### src/rtl/round_pack_stage.sv
// round_pack_stage: round-to-nearest-even, renormalize and pack a normalized float into IEEE-754 single
module round_pack_stage #(
  parameter int MANTISSA_N = 25,
  parameter int EXP_N      = 8,
  parameter int WORD_N     = 32
) (
  input  logic                  clk,
  input  logic                  rst_n,
  input  logic                  in_valid,
  output logic                  in_ready,
  input  logic                  in_sign,
  input  logic [EXP_N-1:0]      in_exp,
  input  logic [MANTISSA_N-1:0] in_mantissa,
  input  logic                  in_sticky,
  input  logic                  in_zero,
  output logic                  out_valid,
  input  logic                  out_ready,
  output logic [WORD_N-1:0]     out_data,
  output logic                  out_inexact,
  output logic                  out_overflow,
  output logic                  out_underflow
);
  typedef enum logic [2:0] {IDLE, ROUND, RENORM, PACK, OUT} state_t;
  state_t state;
  logic sign_q, sticky_q, zero_q, inexact_q;
  logic [EXP_N:0] exp_q;
  logic [MANTISSA_N-1:0] mant_q;
  logic round_up, exp_zero, exp_sat;
  logic [MANTISSA_N-1:0] rounded;
  logic [WORD_N-1:0] pk_data;
  logic pk_inexact, pk_overflow, pk_underflow;
  always_comb begin
    round_up     = mant_q[0] & (sticky_q | mant_q[1]);
    rounded      = {2'b01, mant_q[MANTISSA_N-2:1]} + MANTISSA_N'(round_up);
    exp_zero     = exp_q == '0;
    exp_sat      = exp_q >= {1'b0, {EXP_N{1'b1}}};
    pk_data      = zero_q || exp_zero ? {sign_q, {(WORD_N-1){1'b0}}} :
                   exp_sat ? {sign_q, {EXP_N{1'b1}}, {(MANTISSA_N-2){1'b0}}} :
                   {sign_q, exp_q[EXP_N-1:0], mant_q[MANTISSA_N-3:0]};
    pk_inexact   = zero_q ? 1'b0 : exp_sat && !exp_zero ? 1'b1 : inexact_q;
    pk_overflow  = !zero_q && !exp_zero && exp_sat;
    pk_underflow = !zero_q && exp_zero;
  end
  always_ff @(posedge clk or negedge rst_n) begin
    if (!rst_n) begin
      state         <= IDLE;
      in_ready      <= 1'b1;
      out_valid     <= 1'b0;
      out_data      <= '0;
      out_inexact   <= 1'b0;
      out_overflow  <= 1'b0;
      out_underflow <= 1'b0;
      sign_q        <= 1'b0;
      sticky_q      <= 1'b0;
      zero_q        <= 1'b0;
      inexact_q     <= 1'b0;
      exp_q         <= '0;
      mant_q        <= '0;
    end else begin
      case (state)
        IDLE: if (in_valid) begin
          sign_q   <= in_sign;
          exp_q    <= {1'b0, in_exp};
          mant_q   <= in_mantissa;
          sticky_q <= in_sticky;
          zero_q   <= in_zero;
          in_ready <= 1'b0;
          state    <= ROUND;
        end
        ROUND: begin
          mant_q    <= rounded;
          inexact_q <= mant_q[0] | sticky_q;
          state     <= rounded[MANTISSA_N-1] ? RENORM : PACK;
        end
        RENORM: begin
          mant_q <= mant_q >> 1;
          exp_q  <= exp_q + (EXP_N+1)'(1);
          state  <= PACK;
        end
        PACK: begin
          out_data      <= pk_data;
          out_inexact   <= pk_inexact;
          out_overflow  <= pk_overflow;
          out_underflow <= pk_underflow;
          out_valid     <= 1'b1;
          state         <= OUT;
        end
        OUT: if (out_ready) begin
          out_valid <= 1'b0;
          in_ready  <= 1'b1;
          state     <= IDLE;
        end
        default: state <= IDLE;
      endcase
    end
  end
endmodule

### config.mk
export PLATFORM = sky130hd
export DESIGN_NAME = round_pack_stage
export DESIGN_NICKNAME = d
export VERILOG_FILES = /design/src/rtl/round_pack_stage.sv
export SDC_FILE = /design/constraint.sdc
export NUM_CORES = 1
export LEC_CHECK = 0
export BUFFER_PORTS_ARGS = -buffer_cell sky130_fd_sc_hd__buf_4
export CORE_AREA = 2 2 79 99
export CTS_CLUSTER_DIAMETER = 120
export CTS_CLUSTER_SIZE = 30
export DETAILED_ROUTE_END_ITERATION = 10
export DIE_AREA = 0 0 81 101
export PLACE_DENSITY = 0.91
export SETUP_SLACK_MARGIN = 0.15
export SYNTH_ARGS = -nofsm -noshare
export SYNTH_HDL_FRONTEND = slang
export SYNTH_SLANG_ARGS = --single-unit
### constraint.sdc
create_clock -name clk -period 4.6 [get_ports clk]
set_input_delay 1.38 -clock clk [delete_from_list [all_inputs] [get_ports clk]]
set_output_delay 1.38 -clock clk [all_outputs]
set_load 0.1 [all_outputs]
# ---- Word-level counts from Yosys, hierarchy flattened
# Index checks and enable logic that the tools add are counted.
dict set report word_totals {
  regBits 78
  out_inout_bits 37
  wordCells 61
}
dict set report classes {
  add_sub_neg 2
  magnitude_cmp 1
  eq_ne 6
  n_mux 17
  bitwise_logic 3
  n_reduce_logical 19
}
# operator count
set ops {}
lappend ops {{$pmux W25 S3} 1}
lappend ops {{$mux W31} 2}
lappend ops {{$add A24 B1 Y25} 1}
lappend ops {{$mux W25} 1}
lappend ops {{$pmux W9 S2} 1}
lappend ops {{$pmux W3 S5} 1}
lappend ops {{$reduce_and A2 Y1} 5}
lappend ops {{$add A9 B1 Y9 const B} 1}
lappend ops {{$ge A9 B8 Y1 const B} 1}
lappend ops {{$logic_not A9 Y1} 1}
lappend ops {{$mux W9} 1}
lappend ops {{$eq A3 B2 Y1 const B} 2}
lappend ops {{$mux W1} 6}
lappend ops {{$mux W3} 2}
lappend ops {{$reduce_bool A2 Y1} 3}
lappend ops {{$logic_and A1 B1 Y1} 4}
lappend ops {{$ne A2 B2 Y1 const B} 2}
lappend ops {{$pmux W1 S2} 2}
lappend ops {{$eq A3 B1 Y1 const B} 1}
lappend ops {{$eq A3 B3 Y1 const B} 1}
lappend ops {{$logic_not A3 Y1} 1}
lappend ops {{$reduce_and A3 Y1} 1}
lappend ops {{$reduce_bool A3 Y1} 1}
lappend ops {{$logic_not A1 Y1} 2}
lappend ops {{3 further kinds} 4}

# ---- Longest topological paths before layout
dict set report logic_depth {
  depth_word 5
  depth_mapped 10
}

# ---- Worst setup path before layout
# Ideal clock, no wire load.
dict set report synth_path {
  path_type {input to register}
  from {input port in_valid}
  to {register mant_q[16]}
  arrival_time_ns 2.416
  required_time_ns 4.474
  setup_slack_ns 2.058
  path_stages 5
  path_buffers 1
  path_cell_list {nor3_1 -> a211o_1 -> clkbuf_1 -> nor2_1 -> a221o_1}
}
dict set report synth_via {
  elab_chain_len 2
}
# item line_no
set synth_lines {}
lappend synth_lines {{start: declaration} 9} ;# input logic in_valid,
lappend synth_lines {{$ne A2 B2 Y1 (no source line)} -}
lappend synth_lines {{$reduce_and A2 Y1 (no source line)} -}
lappend synth_lines {{end signal: assignment} 64} ;# mant_q <= in_mantissa;
lappend synth_lines {{end signal: assignment} 71} ;# mant_q <= rounded;
lappend synth_lines {{end signal: assignment} 76} ;# mant_q <= mant_q >> 1;
lappend synth_lines {{end: declaration} 27} ;# logic [MANTISSA_N-1:0] mant_q;
# Every way passes these cells.
# A chain may end at the register's enable or synchronous reset.

# ---- Worst setup path in the final report
dict set report layout_path {
  from {register mant_q[1]}
  to {register mant_q[16]}
}
dict set report layout_via {
  elab_chain_len 4
}
# item line_no
set layout_lines {}
lappend layout_lines {{$or A1 B1 Y1} 33} ;# round_up = mant_q[0] & (sticky_q | mant_q[1]);
lappend layout_lines {{$and A1 B1 Y1} 33}
lappend layout_lines {{$add A24 B1 Y25 *} 34} ;# rounded = {2'b01, mant_q[MANTISSA_N-2:1]} + MANTISSA_N'(round_up);
lappend layout_lines {{$pmux W25 S3 *} 60} ;# case (state)
# Mark *: on every way between the ends. The rest lies on a longest branch, timed or not.

==> results.cfg <==
[status]
outcome = complete, no violations

[detailed_routing]
drc_errors = 0
first_iter_violations = 399
vias = 3934
firstDrtPassIters = 6
wl_um = 10800
wl_per_cell_um = 17.8
viasPerCell = 6.50
postRouteAntennaNets = 0

[synth]
synth_edf_count = 0
synth_top_family_by_area = compound AO/OA/AOI/OAI gates
ys_ff_latch = 78
synth_top_cell_area_share_pct = 47.1
mappedNetlistNets = 490
ys_types = 58
yosysSeqAreaShare_pct = 47.7
yosysTopAreaCell = dfrtp_1
synth-simple-area-share_pct = 20.2
synth_warnings = 0
synth_cells = 446
netlist_area_um2 = 4090
synth_xor_area_share_pct = 2.35
synth-compound-area-share_pct = 24.2
muxShareOfSynthArea_pct = 0.520
avgSynthCellArea_um2 = 9.18
async_flop_share_pct = 100
synthFlopType = dfrtp_1
synth_top_cells_by_area = dfrtp_1, a22o_1, nor2_1, o21ai_0, nand2_1
yosys.area_share.adder_pct = 1.22

[place]
placed_cell_area_um2 = 4700
gp_congestion = 0.954
portBuffers = 76
hpwl_um = 7080

[sta]
finalSetupTns_ns = 0
setup_viol = 0
worst_pin_slew_ns = 1.07
min_period_ns = 2.78
slew_violations = 0
fin_skew_ns = 0.00911
hold_viol = 0
post-route-period-util_pct = 60.4
timing.slew.headroom_pct = 28.0
fmax_mhz = 360
fin_hold_ws_ns = 0.485
rsz0062_at_grt = false

[critical_path]
critPathBufInv = 0
crit_path_cell_trace = and2_1, ha_1, nand2_1, nor4_1, nand4_1, o31ai_1, a221o_1
worstPathMaxFanout = 6
critPathMaxStageDelay_ns = 0.95
crit_family = simple AND/OR/NAND/NOR gates
cp-end-kind = flop
worstSetupStartpointType = flop
worstSetupPathType = reg -> reg
slowest_stage = nor4_1
crit_arrival_ns = 3.07
worstPathRequired_ns = 4.89

[floorplan]
dieHeight_um = 101
row_count = 35
fp.coreArea_um2 = 7270
dieArea_um2 = 8180
initial_core_util_pct = 56.3
die_w_um = 81
ios = 77

[run]
maxCapViolCount = 0

[global_route]
grt.total_usage_pct = 28.0
grt_pass1_wl_um = 17800
grt_max_degree = 79
grt_pass1_vias = 3801
antenna_found_initial = 0
gr-total-overflow = 0

[clocking]
clock_sinks = 78
cts_setup_buffers = 0
clockBufferDepth = 2
cts_resized = 0
cts_tree = yes
hold_buffers = 0
worst_skew_pair.late_latency_ns = 0.36
cts_inserted_buffers = 9
clk_pin_slew_ns = 0.08
htreeDepth = 3
cts_root_buf = clkbuf_8

[layout]
syn2layout_area_growth_pct = 21.0
stdcell_area_um2 = 4950
diodes = 0
nets = 552
drive_gt1_share_pct = 21.2

[hold_path]
hold_path.class = reg -> reg
## worst reg2reg max path, stage by stage (launching register included)
cell and delay [ns]:
dfrtp_1 0.45, and2_1 0.16, ha_1 0.18, nand2_1 0.17
nor4_1 0.95, nand4_1 0.26, o31ai_1 0.34, a221o_1 0.21
## kinds of logic after synthesis
kind of cell / count (synthesis)
mux: 2
compound gates: 144
fa+ha+maj: 4
flops: 78
buf+inv: 39
simple gates: 168
xor+xnor: 11
## synthesized netlist by cell type (all sizes together), types with 5 or more instances
master and n:
nor3 10, a21oi 26, xnor2 6, nor2 51, nand3 12, nand2 50, a221oi 7, dfrtp 77
inv 9, nor3b 8, nand4 6, nor4 7, a22o 24, clkbuf 26, o21ai 38, o22ai 9
xor2 5
## metrics by stage
stage	setup slack (ns)	cells	util (%)
after floorplan	2.06	446	-
after global placement	1.68	589	64.6
after detailed placement	1.58	589	64.6
after CTS	1.93	605	68.2
after global routing	1.70	605	68.2
final	1.82	605	68.2
## flip-flops by register name, indices dropped and copies added (netlist names), 3 cells and up
name and cells:
exp_q 9, mant_q 25, out_data 32, state 3
## cell type report
type	count	area, um2
Multi-Input combinational cell	329	1990
Timing Repair Buffer	81	608
Inverter	9	33.8
Sequential cell	78	1950
Tap cell	92	115
Clock buffer	11	151
Fill cell	578	2310
Clock inverter	5	104
## final timing paths
path / start / to / slack (ns) / cells after the start
setup / recovery: mant_q[1] / mant_q[16] / 1.82 / 7
hold / removal: out_data[23] / out_data[23] / 0.48 / 2
setup reg to reg: mant_q[1] / mant_q[16] / 1.82 / 7
hold reg to reg: out_data[23] / out_data[23] / 0.48 / 2
max in group asynchronous: rst_n / mant_q[18] / 2.80 / 1
min in group asynchronous: rst_n / out_data[4] / 1.16 / 1
## placed cells by master, fill, tap and decap left out, types with 3 or more instances in the layout
master | Yosys | routed
o22ai_1 | 9 | 9
o21ai_0 | 38 | 38
buf_4 | 2 | 81
inv_1 | 9 | 9
xor2_1 | 5 | 5
xnor2_1 | 6 | 6
nor3b_1 | 7 | 6
nand3_1 | 11 | 11
dfrtp_1 | 77 | 77
and2_1 | 3 | 3
nand4_1 | 5 | 5
a22o_1 | 24 | 24
nor3_1 | 10 | 10
a22oi_1 | 4 | 4
a21oi_1 | 26 | 26
nor2_1 | 51 | 51
bufinv_16 | 0 | 3
nor4_1 | 7 | 7
or4_1 | 3 | 3
nand2b_1 | 4 | 4
o211ai_1 | 3 | 3
o32a_1 | 4 | 4
a221oi_1 | 7 | 7
a31oi_1 | 4 | 4
clkbuf_8 | 0 | 11
nand2_1 | 50 | 50
ha_1 | 4 | 4
and3_1 | 3 | 3
a221o_1 | 3 | 3
## metal layers
layer | vias up | wire (um) | GRT usage, %
li1 | 1772 | - | -
met1 | 1884 | 4240 | 36.8
met2 | 234 | 5310 | 44.3
met3 | 44 | 862 | 3.49
met4 | 0 | 366 | 16.3
met5 | - | 0 | 0
Power is not shown: default switching activity piles up to over one toggle a cycle in this logic, so the estimate is an artifact.
